## src/rtl/multicycle_ctrl_if.sv

```systemverilog
// -----------------------------------------------------------------------------
// multicycle_ctrl_if
// Bundle between the multi-cycle main controller and the datapath it steers.
//   master : the controller (consumes start/opcode/mem_ready, drives controls)
//   slave  : the datapath / environment (drives start/opcode/mem_ready)
// Signals:
//   start, opcode[5:0], mem_ready          -> controller
//   pc_write, pc_write_cond, i_or_d, mem_read, mem_write, ir_write,
//   mem_to_reg, reg_dst, reg_write, alu_src_a, alu_src_b[1:0], alu_op[1:0],
//   pc_source[1:0], state[3:0], halted, illegal, instr_count[CNT_W-1:0]
//                                          <- controller
// -----------------------------------------------------------------------------
interface multicycle_ctrl_if #(
  parameter int CNT_W = 16
) ();
  logic             start;
  logic [5:0]       opcode;
  logic             mem_ready;
  logic             pc_write;
  logic             pc_write_cond;
  logic             i_or_d;
  logic             mem_read;
  logic             mem_write;
  logic             ir_write;
  logic             mem_to_reg;
  logic             reg_dst;
  logic             reg_write;
  logic             alu_src_a;
  logic [1:0]       alu_src_b;
  logic [1:0]       alu_op;
  logic [1:0]       pc_source;
  logic [3:0]       state;
  logic             halted;
  logic             illegal;
  logic [CNT_W-1:0] instr_count;

  modport master (
    input  start, opcode, mem_ready,
    output pc_write, pc_write_cond, i_or_d, mem_read, mem_write, ir_write,
           mem_to_reg, reg_dst, reg_write, alu_src_a, alu_src_b, alu_op,
           pc_source, state, halted, illegal, instr_count
  );

  modport slave (
    output start, opcode, mem_ready,
    input  pc_write, pc_write_cond, i_or_d, mem_read, mem_write, ir_write,
           mem_to_reg, reg_dst, reg_write, alu_src_a, alu_src_b, alu_op,
           pc_source, state, halted, illegal, instr_count
  );
endinterface

```

## src/rtl/multicycle_ctrl.sv

```systemverilog
// -----------------------------------------------------------------------------
// multicycle_ctrl
// Main control FSM of the multi-cycle MIPS-style processor. Decodes the opcode
// held in the IR into per-cycle datapath controls, stalls on mem_ready, counts
// completed instruction fetches (saturating) and parks in HALT or TRAP.
// Ports:
//   clk    : rising-edge clock
//   rst_n  : synchronous active-low reset
//   bus    : multicycle_ctrl_if.master (handshake inputs, control outputs)
// Parameters:
//   HALT_OP : opcode that parks the FSM in HALT
//   CNT_W   : width of the fetch counter (must match the interface CNT_W)
// -----------------------------------------------------------------------------
module multicycle_ctrl #(
  parameter logic [5:0] HALT_OP = 6'h3F,
  parameter int         CNT_W   = 16
) (
  input  logic               clk,
  input  logic               rst_n,
  multicycle_ctrl_if.master  bus
);

  typedef enum logic [3:0] {
    S_IDLE      = 4'd0,
    S_FETCH     = 4'd1,
    S_DECODE    = 4'd2,
    S_MEM_ADDR  = 4'd3,
    S_MEM_READ  = 4'd4,
    S_MEM_WB    = 4'd5,
    S_MEM_WRITE = 4'd6,
    S_R_EXEC    = 4'd7,
    S_R_WB      = 4'd8,
    S_BRANCH    = 4'd9,
    S_JUMP      = 4'd10,
    S_ADDI_EX   = 4'd11,
    S_ADDI_WB   = 4'd12,
    S_HALT      = 4'd13,
    S_TRAP      = 4'd14
  } state_e;

  localparam logic [5:0]       OP_RTYPE = 6'h00;
  localparam logic [5:0]       OP_LW    = 6'h23;
  localparam logic [5:0]       OP_SW    = 6'h2B;
  localparam logic [5:0]       OP_BEQ   = 6'h04;
  localparam logic [5:0]       OP_J     = 6'h02;
  localparam logic [5:0]       OP_ADDI  = 6'h08;
  localparam logic [CNT_W-1:0] CNT_MAX  = {CNT_W{1'b1}};
  localparam logic [CNT_W-1:0] CNT_ONE  = {{(CNT_W-1){1'b0}}, 1'b1};

  state_e           state_q, state_d;
  logic [CNT_W-1:0] cnt_q, cnt_d;

  logic       pc_write_s, pc_write_cond_s, i_or_d_s, mem_read_s, mem_write_s;
  logic       ir_write_s, mem_to_reg_s, reg_dst_s, reg_write_s, alu_src_a_s;
  logic       halted_s, illegal_s;
  logic [1:0] alu_src_b_s, alu_op_s, pc_source_s;

  // State and fetch-counter registers; reset wins over every other input.
  always_ff @(posedge clk) begin
    if (!rst_n) begin
      state_q <= S_IDLE;
      cnt_q   <= '0;
    end else begin
      state_q <= state_d;
      cnt_q   <= cnt_d;
    end
  end

  // Next-state and Moore control decode; only FETCH looks at mem_ready for outputs.
  always_comb begin
    state_d         = state_q;
    cnt_d           = cnt_q;
    pc_write_s      = 1'b0;
    pc_write_cond_s = 1'b0;
    i_or_d_s        = 1'b0;
    mem_read_s      = 1'b0;
    mem_write_s     = 1'b0;
    ir_write_s      = 1'b0;
    mem_to_reg_s    = 1'b0;
    reg_dst_s       = 1'b0;
    reg_write_s     = 1'b0;
    alu_src_a_s     = 1'b0;
    alu_src_b_s     = 2'b00;
    alu_op_s        = 2'b00;
    pc_source_s     = 2'b00;
    halted_s        = 1'b0;
    illegal_s       = 1'b0;
    case (state_q)
      S_IDLE: begin
        if (bus.start) state_d = S_FETCH;
        else           state_d = S_IDLE;
      end
      S_FETCH: begin
        // PC+4 computed every cycle; IR and PC only commit once memory answers.
        mem_read_s  = 1'b1;
        alu_src_b_s = 2'b01;
        if (bus.mem_ready) begin
          ir_write_s = 1'b1;
          pc_write_s = 1'b1;
          state_d    = S_DECODE;
          if (cnt_q != CNT_MAX) cnt_d = cnt_q + CNT_ONE;
          else                  cnt_d = cnt_q;
        end else begin
          state_d = S_FETCH;
        end
      end
      S_DECODE: begin
        // Branch target precomputed here so BRANCH only needs the compare.
        alu_src_b_s = 2'b11;
        case (bus.opcode)
          OP_RTYPE: state_d = S_R_EXEC;
          OP_LW:    state_d = S_MEM_ADDR;
          OP_SW:    state_d = S_MEM_ADDR;
          OP_BEQ:   state_d = S_BRANCH;
          OP_J:     state_d = S_JUMP;
          OP_ADDI:  state_d = S_ADDI_EX;
          default: begin
            if (bus.opcode == HALT_OP) state_d = S_HALT;
            else                       state_d = S_TRAP;
          end
        endcase
      end
      S_MEM_ADDR: begin
        alu_src_a_s = 1'b1;
        alu_src_b_s = 2'b10;
        if (bus.opcode == OP_LW) state_d = S_MEM_READ;
        else                     state_d = S_MEM_WRITE;
      end
      S_MEM_READ: begin
        mem_read_s = 1'b1;
        i_or_d_s   = 1'b1;
        if (bus.mem_ready) state_d = S_MEM_WB;
        else               state_d = S_MEM_READ;
      end
      S_MEM_WB: begin
        reg_write_s  = 1'b1;
        mem_to_reg_s = 1'b1;
        state_d      = S_FETCH;
      end
      S_MEM_WRITE: begin
        mem_write_s = 1'b1;
        i_or_d_s    = 1'b1;
        if (bus.mem_ready) state_d = S_FETCH;
        else               state_d = S_MEM_WRITE;
      end
      S_R_EXEC: begin
        alu_src_a_s = 1'b1;
        alu_op_s    = 2'b10;
        state_d     = S_R_WB;
      end
      S_R_WB: begin
        reg_write_s = 1'b1;
        reg_dst_s   = 1'b1;
        state_d     = S_FETCH;
      end
      S_BRANCH: begin
        alu_src_a_s     = 1'b1;
        alu_op_s        = 2'b01;
        pc_write_cond_s = 1'b1;
        pc_source_s     = 2'b01;
        state_d         = S_FETCH;
      end
      S_JUMP: begin
        pc_write_s  = 1'b1;
        pc_source_s = 2'b10;
        state_d     = S_FETCH;
      end
      S_ADDI_EX: begin
        alu_src_a_s = 1'b1;
        alu_src_b_s = 2'b10;
        state_d     = S_ADDI_WB;
      end
      S_ADDI_WB: begin
        reg_write_s = 1'b1;
        state_d     = S_FETCH;
      end
      S_HALT: begin
        halted_s = 1'b1;
        state_d  = S_HALT;
      end
      S_TRAP: begin
        halted_s  = 1'b1;
        illegal_s = 1'b1;
        state_d   = S_TRAP;
      end
      default: begin
        // Encoding 15 is unreachable in normal operation; treat it as a fault.
        state_d = S_TRAP;
      end
    endcase
  end

  assign bus.pc_write      = pc_write_s;
  assign bus.pc_write_cond = pc_write_cond_s;
  assign bus.i_or_d        = i_or_d_s;
  assign bus.mem_read      = mem_read_s;
  assign bus.mem_write     = mem_write_s;
  assign bus.ir_write      = ir_write_s;
  assign bus.mem_to_reg    = mem_to_reg_s;
  assign bus.reg_dst       = reg_dst_s;
  assign bus.reg_write     = reg_write_s;
  assign bus.alu_src_a     = alu_src_a_s;
  assign bus.alu_src_b     = alu_src_b_s;
  assign bus.alu_op        = alu_op_s;
  assign bus.pc_source     = pc_source_s;
  assign bus.state         = state_q;
  assign bus.halted        = halted_s;
  assign bus.illegal       = illegal_s;
  assign bus.instr_count   = cnt_q;

endmodule
```

## src/flat_wrapper.sv

```systemverilog
// flat-port wrapper written by rule: the top's interface ports become plain ports
module multicycle_ctrl_flat 
#(
  parameter logic [5:0] HALT_OP = 6'h3F,
  parameter int         CNT_W   = 16
)
  (clk, rst_n, bus_start, bus_opcode, bus_mem_ready, bus_pc_write, bus_pc_write_cond, bus_i_or_d, bus_mem_read, bus_mem_write, bus_ir_write, bus_mem_to_reg, bus_reg_dst, bus_reg_write, bus_alu_src_a, bus_alu_src_b, bus_alu_op, bus_pc_source, bus_state, bus_halted, bus_illegal, bus_instr_count);
  multicycle_ctrl_if #(.CNT_W(CNT_W)) bus_i ();
  input  logic clk;
  input  logic rst_n;
  input wire logic [$bits(bus_i.start)-1:0] bus_start;
  input wire logic [$bits(bus_i.opcode)-1:0] bus_opcode;
  input wire logic [$bits(bus_i.mem_ready)-1:0] bus_mem_ready;
  output wire logic [$bits(bus_i.pc_write)-1:0] bus_pc_write;
  output wire logic [$bits(bus_i.pc_write_cond)-1:0] bus_pc_write_cond;
  output wire logic [$bits(bus_i.i_or_d)-1:0] bus_i_or_d;
  output wire logic [$bits(bus_i.mem_read)-1:0] bus_mem_read;
  output wire logic [$bits(bus_i.mem_write)-1:0] bus_mem_write;
  output wire logic [$bits(bus_i.ir_write)-1:0] bus_ir_write;
  output wire logic [$bits(bus_i.mem_to_reg)-1:0] bus_mem_to_reg;
  output wire logic [$bits(bus_i.reg_dst)-1:0] bus_reg_dst;
  output wire logic [$bits(bus_i.reg_write)-1:0] bus_reg_write;
  output wire logic [$bits(bus_i.alu_src_a)-1:0] bus_alu_src_a;
  output wire logic [$bits(bus_i.alu_src_b)-1:0] bus_alu_src_b;
  output wire logic [$bits(bus_i.alu_op)-1:0] bus_alu_op;
  output wire logic [$bits(bus_i.pc_source)-1:0] bus_pc_source;
  output wire logic [$bits(bus_i.state)-1:0] bus_state;
  output wire logic [$bits(bus_i.halted)-1:0] bus_halted;
  output wire logic [$bits(bus_i.illegal)-1:0] bus_illegal;
  output wire logic [$bits(bus_i.instr_count)-1:0] bus_instr_count;
  assign bus_i.start = bus_start;
  assign bus_i.opcode = bus_opcode;
  assign bus_i.mem_ready = bus_mem_ready;
  assign bus_pc_write = bus_i.pc_write;
  assign bus_pc_write_cond = bus_i.pc_write_cond;
  assign bus_i_or_d = bus_i.i_or_d;
  assign bus_mem_read = bus_i.mem_read;
  assign bus_mem_write = bus_i.mem_write;
  assign bus_ir_write = bus_i.ir_write;
  assign bus_mem_to_reg = bus_i.mem_to_reg;
  assign bus_reg_dst = bus_i.reg_dst;
  assign bus_reg_write = bus_i.reg_write;
  assign bus_alu_src_a = bus_i.alu_src_a;
  assign bus_alu_src_b = bus_i.alu_src_b;
  assign bus_alu_op = bus_i.alu_op;
  assign bus_pc_source = bus_i.pc_source;
  assign bus_state = bus_i.state;
  assign bus_halted = bus_i.halted;
  assign bus_illegal = bus_i.illegal;
  assign bus_instr_count = bus_i.instr_count;
  multicycle_ctrl #(.HALT_OP(HALT_OP), .CNT_W(CNT_W)) u_core (.clk(clk), .rst_n(rst_n), .bus(bus_i));
endmodule
```

## config.mk

```make
export PLATFORM = sky130hd
export DESIGN_NAME = multicycle_ctrl_flat
export DESIGN_NICKNAME = d
export VERILOG_FILES = /design/src/rtl/multicycle_ctrl_if.sv /design/src/rtl/multicycle_ctrl.sv /design/src/flat_wrapper.sv
export SDC_FILE = /design/constraint.sdc
export NUM_CORES = 1
export LEC_CHECK = 0
export ABC_AREA = 1
export BUFFER_PORTS_ARGS = -buffer_cell sky130_fd_sc_hd__buf_2
export CAP_MARGIN = 20
export CELL_PAD_IN_SITES_DETAIL_PLACEMENT = 0
export CELL_PAD_IN_SITES_GLOBAL_PLACEMENT = 2
export CORE_UTILIZATION = 28
export CTS_BUF_LIST = sky130_fd_sc_hd__clkbuf_2
export DETAILED_ROUTE_END_ITERATION = 16
export HOLD_SLACK_MARGIN = 0.15
export PLACE_DENSITY = 0.83
export SYNTH_ARGS = -nofsm -noshare
export SYNTH_HDL_FRONTEND = slang
export SYNTH_SLANG_ARGS = --single-unit
```

## constraint.sdc

```tcl
create_clock -name clk -period 4.3 [get_ports clk]
set_clock_uncertainty 0.05 [all_clocks]
set_input_delay 0.215 -clock clk [delete_from_list [all_inputs] [get_ports clk]]
set_output_delay 0.215 -clock clk [all_outputs]
set_load 0.02 [all_outputs]
```

==> results.toml, run 1 <==
[run_status]
status = "complete, no violations"

[drt]
ant_nets = 0
drc_errors = 0
num_vias = 1550
wirelength_um = 3880
avgRoutedWirePerCell_um = 11.3
drt-initial-drc-count = 74
viasPerCell = 4.53
first_pass_iters = 4

[finish]
area_growth_pct = 23.3
design.final.nets = 287
fin_area_um2 = 1770
drive_gt1_frac = 0.240
final_cell_mix = "nand2_1, buf_2, nor2_1"
num_antenna_cells = 0
final_common_cell = "nand2_1"

[timing]
final-hold-violation-count = 0
relSlewSlack = 0.445
min_period_over_period = 0.493
setup-tns-final_ns = 0
fmax_mhz = 471
tightest_slew_ns = 0.829
grt_setup_unrepaired = "false"
timing.hold.ws_ns = 0.286
min_period_ns = 2.12
final_max_slew_viol_count = 0
setup_violations = 0

[floorplan]
initial_core_util = 0.298
dieArea_um2 = 5420
boundaryPins = 48
rows = 25
core-area_um2 = 4820
die_x_um = 73.6
die-height_um = 73.6

[critical_path]
reg2reg_slack_ns = 2.18
startpoint = "u_core.bus.instr_count[0]"
critPathMaxFanout = 14
worst-path-buf-inv = 0
path_delay_family = "compound AO/OA/AOI/OAI gates"
reg2reg_to = "u_core.bus.instr_count[6]"
path_class = "flop to flop"
crit_end = "u_core.bus.instr_count[6]"
r2r-start = "u_core.bus.instr_count[0]"
worstPathArrival_ns = 2.34
cpPeakStageDelay_ns = 0.54
r2r_cells = 7
crit_chain = "ha_1, nand3_2, nor3_4, nand2_2, a21oi_2, nand2_1, a21oi_2"
critPathRequiredTime_ns = 4.52
worstSetupEndpointType = "flop"
cp-start-kind = "flop"
cp.depth = 7
cp_slowest_cell = "a21oi_2"
path_common_cell = "a21oi_2"

[global_route]
grt_overflow = 0
grt_pass1_vias = 1429
grtUsageTotal = 0.148
grt_first_pass_wirelength_um = 6340
antenna_found_initial = 0
grt_max_degree = 18

[yosys]
synth_top_area_frac = 0.279
syn_area_um2 = 1440
syn_nets = 240
synth_top_area_cell = "dfxtp_1"
ys_seq_area_frac = 0.279
yosysUniqueCellTypes = 30
ys_ff_latch = 20
synthTopCellsByArea = "dfxtp_1, nand2_1, nor2_1"
synth.avg_cell_area_um2 = 6.27
syn_inst = 229
yosysWarnings = 0

[placed_design]
dpl-instance-area_um2 = 1710
post-dp-hpwl_um = 3020
place.gp.congestion = 0.774
io_buffer_count = 47

[clocking]
numCtsBuffers = 3
cts.path.max_buffers = 2
cts_tree = "built"
clock_latency_ns = 0.33
cts_sinks = 20
path_clk_slew_ns = 0.21
ctsRootBufferMaster = "clkbuf_2"
cts-htree-levels = 1

[pwr]
p_per_area_nw_per_um2 = 337
vdd_drop_max_mv = 0.138
p_leak_nw = 0.851

[run]
cap_violations = 0

[worst_hold_path]
holdCritPathClass = "input pin to flop"
==> state kept, by name, indices dropped and copies added (netlist names) <==
register and flops:
u_core.bus.instr_count 16, u_core.bus.state 4
==> Yosys cell counts <==
library cell / number
a31oi_1: 2
buf_4: 2
nand4_1: 4
buf_6: 1
nand3_1: 15
nor2_1: 43
clkbuf_1: 1
a21oi_1: 10
nand2_1: 64
dfxtp_1: 20
nand3b_1: 1
buf_2: 2
xnor2_1: 3
nor3b_1: 1
nor3_4: 1
nor3_1: 2
o22ai_1: 1
o211a_1: 1
nor3_2: 1
nand3_2: 1
nand4_2: 1
a21oi_2: 9
clkinv_1: 1
ha_1: 1
o21ai_0: 4
xor2_1: 9
a31oi_2: 1
o211ai_1: 1
inv_1: 25
nand2_2: 1
==> layout make-up <==
cell class	count	area [um2]
Clock inverter	1	30.0
Clock buffer	3	15.0
Multi-Input combinational cell	177	897
Tap cell	67	83.8
Inverter	26	97.6
Sequential cell	20	400
Timing Repair Buffer	48	245
Fill cell	580	3050
==> where the power goes <==
part	total (mW)	switching, mW	internal, mW
Clock	0.144	0.0639	0.0802
Sequential	0.217	0.0194	0.197
Combinational	0.236	0.169	0.0672
==> worst register-to-register path: stages (launching register included) <==
cell and delay, ns:
dfxtp_1 0.44, ha_1 0.27, nand3_2 0.13, nor3_4 0.23, nand2_2 0.09, a21oi_2 0.54, nand2_1 0.14, a21oi_2 0.15
==> metal layers <==
layer,global-route usage,wire length [um],vias up
met5,0,0,-
met4,0.0192,12,0
met3,0.0288,227,2
met2,0.239,1660,50
met1,0.209,1980,678
li1,-,-,820
==> how the worst min path moves through the flow <==
stage | start | end | slack, ns | depth (start not counted)
2_1_floorplan | rst_n | u_core.bus.state[1] | 0.26 | 2
3_3_place_gp | rst_n | u_core.bus.state[1] | 0.42 | 3
3_5_place_dp | rst_n | u_core.bus.state[1] | 0.43 | 3
4_1_cts | bus_start | u_core.bus.state[0] | 0.27 | 5
5_1_grt | bus_mem_ready | u_core.bus.state[0] | 0.28 | 4
6_report | bus_start | u_core.bus.state[0] | 0.29 | 5
==> stage by stage <==
stage          cells  utilization  total power, mW  worst slack (ns)
2_1_floorplan    229            -            0.388              2.47
3_3_place_gp     337        0.356            0.460              2.22
3_5_place_dp     337        0.356            0.456              2.17
4_1_cts          342        0.367            0.604              2.12
5_1_grt          342        0.367            0.638              1.87
6_report         342        0.367            0.597              2.18
==> what timing repair did <==
action | in CTS | in global routing
setup buffers | 0 | 0
hold buffers | 1 | 0
hold endpoints to repair | 3 | 0
gates resized for setup | 0 | 0
==> kinds of logic (layout without fill, tap and decap cells) <==
logic type      count (synthesis)  after routing  synth area share
compound gates                 29             29             0.138
xor+xnor                       12             12            0.0732
fa+ha+maj                       1              1           0.00872
buf+inv                        32             78            0.0959
flops                          20             20             0.279
simple gates                  135            135             0.405
(Power assumes the default switching activity.)
==> run 2, diff against run 1 <==
- CORE_UTILIZATION: 28 -> 26
- PLACE_DENSITY: 0.83 -> 0.78
- clock period: 4.3 -> 2 ns (I/O delays scaled with it)
==> run 2 against run 1 <==
  * Design area rose by 3.7%
  * Worst setup slack got worse by 2.0 ns
  * Via count unchanged
  * First-iteration DRC count shrank 4.1%
  * Critical endpoint is now u_core.bus.state[1]
  * Largest power group unchanged
==> results.toml, run 2 (synthesized netlist as in run 1, its figures left out) <==
[run_status]
status = "complete, no violations"

[drt]
viasPerCell = 4.37
first_pass_iters = 4
avgRoutedWirePerCell_um = 11.4
wirelength_um = 4030
ant_nets = 0
drt-initial-drc-count = 71
drc_errors = 0
num_vias = 1550

[pwr]
p_leak_nw = 0.885
vdd_drop_max_mv = 0.331
p_per_area_nw_per_um2 = 648

[global_route]
grt_pass1_vias = 1461
antenna_found_initial = 0
grt_first_pass_wirelength_um = 6840
grtUsageTotal = 0.143
grt_max_degree = 15
grt_overflow = 0

[clocking]
path_clk_slew_ns = 0.22
cts-htree-levels = 1
cts_tree = "built"
numCtsBuffers = 3
clock_latency_ns = 0.33
cts_sinks = 20
cts.path.max_buffers = 2
ctsRootBufferMaster = "clkbuf_2"

[timing]
grt_setup_unrepaired = "false"
fmax_mhz = 542
min_period_ns = 1.85
final_max_slew_viol_count = 0
setup_violations = 0
tightest_slew_ns = 0.416
final-hold-violation-count = 0
relSlewSlack = 0.721
setup-tns-final_ns = 0
min_period_over_period = 0.923

[critical_path]
worstPathArrival_ns = 2.10
cp-start-kind = "flop"
crit_end = "u_core.bus.state[1]"
path_class = "flop to flop"
r2r_cells = 9
critPathRequiredTime_ns = 2.25
critPathMaxFanout = 6
reg2reg_to = "u_core.bus.state[1]"
r2r-start = "u_core.bus.state[2]"
worstSetupEndpointType = "flop"
startpoint = "u_core.bus.state[2]"
reg2reg_slack_ns = 0.15

[finish]
nFillCells = 632
area_growth_pct = 27.8
fin_area_um2 = 1830
final_cell_mix = "nand2_1, buf_2, nor2_1"
largest_reg_flops = 16
drive_gt1_frac = 0.263
design.final.nets = 297
num_antenna_cells = 0
final_cells = 355
final_common_cell = "nand2_1"

[worst_hold_path]
holdCritPathClass = "input pin to flop"

[floorplan]
initial_core_util = 0.276
core-area_um2 = 5200
boundaryPins = 48
dieArea_um2 = 5820
rows = 26
die-height_um = 76.3
die_x_um = 76.3

[placed_design]
dpl-instance-area_um2 = 1760
dp.cells = 345
io_buffer_count = 47
post-dp-hpwl_um = 3180
place.gp.congestion = 0.778

[run]
cap_violations = 0
==> run 2: changes by cell type in the layout (fill, tap and decap cells not counted), sizes merged <==
| cell | change |
|---|---|
| buf | +7 |
| bufinv | -1 |
| clkinv | +1 |
| dlygate4sd3 | +3 |
==> run 2: how the worst min path moves through the flow <==
stage,slack (ns),startpoint,end,depth (start not counted)
after floorplan,0.15,rst_n,u_core.bus.state[1],2
after global placement,0.32,rst_n,u_core.bus.state[1],3
after detailed placement,0.32,rst_n,u_core.bus.state[1],3
after CTS,0.18,bus_opcode[4],u_core.bus.state[0],5
after global routing,0.21,bus_opcode[2],u_core.bus.state[2],4
final,0.20,bus_opcode[4],u_core.bus.state[0],5
==> run 2: timing repair <==
item | in CTS | in global routing
hold buffers | 4 | 0
buffers inserted | 0 | 2
setup endpoints to repair | 0 | 5
resized for setup | 0 | 3
hold endpoints to repair | 9 | 0
==> run 2: power breakdown <==
part / switching, mW / internal [mW] / leakage [nW] / total [mW]
clock network: 0.133 / 0.0434 / 0.0140 / 0.176
registers: 0.0445 / 0.426 / 0.162 / 0.471
logic: 0.365 / 0.175 / 0.709 / 0.541
total: 0.543 / 0.645 / 0.885 / 1.19
==> run 2: critical path, cell delays in order (launching register included) <==
cell and delay, ns:
dfxtp_1 0.50, inv_1 0.11, nor2_1 0.13, nand2_1 0.10, nor2_1 0.16, nor2_1 0.08, nand3_1 0.07, nand2_1 0.05
dlygate4sd3_1 0.54, inv_1 0.05
==> run 2: final cells by class <==
cell class	count	area, um2	area share
multi-input combinational	177	900	0.490
sequential	20	403	0.220
timing repair buffer	58	328	0.179
inverter	26	97.6	0.0532
tap	70	87.6	0.0477
clock buffer	3	15.0	0.00819
clock inverter	1	3.75	0.00205
==> run 2: layer usage <==
layer,share of wire,track usage,routed length [um]
met1,0.53,0.205,2130
met2,0.43,0.223,1750
met3,0.034,0.0335,139
met4,0.0032,0.0173,13
met5,0,0,0
==> run 2: stage by stage <==
stage	hold WS [ns]	util	total power, mW	setup WS, ns
2_1_floorplan	0.148	-	0.835	0.173
3_3_place_gp	0.318	0.337	1.01	0.283
3_5_place_dp	0.319	0.337	1.01	0.217
4_1_cts	0.185	0.349	1.20	0.0802
5_1_grt	0.210	0.352	1.27	0.000655
6_report	0.202	0.352	1.19	0.155
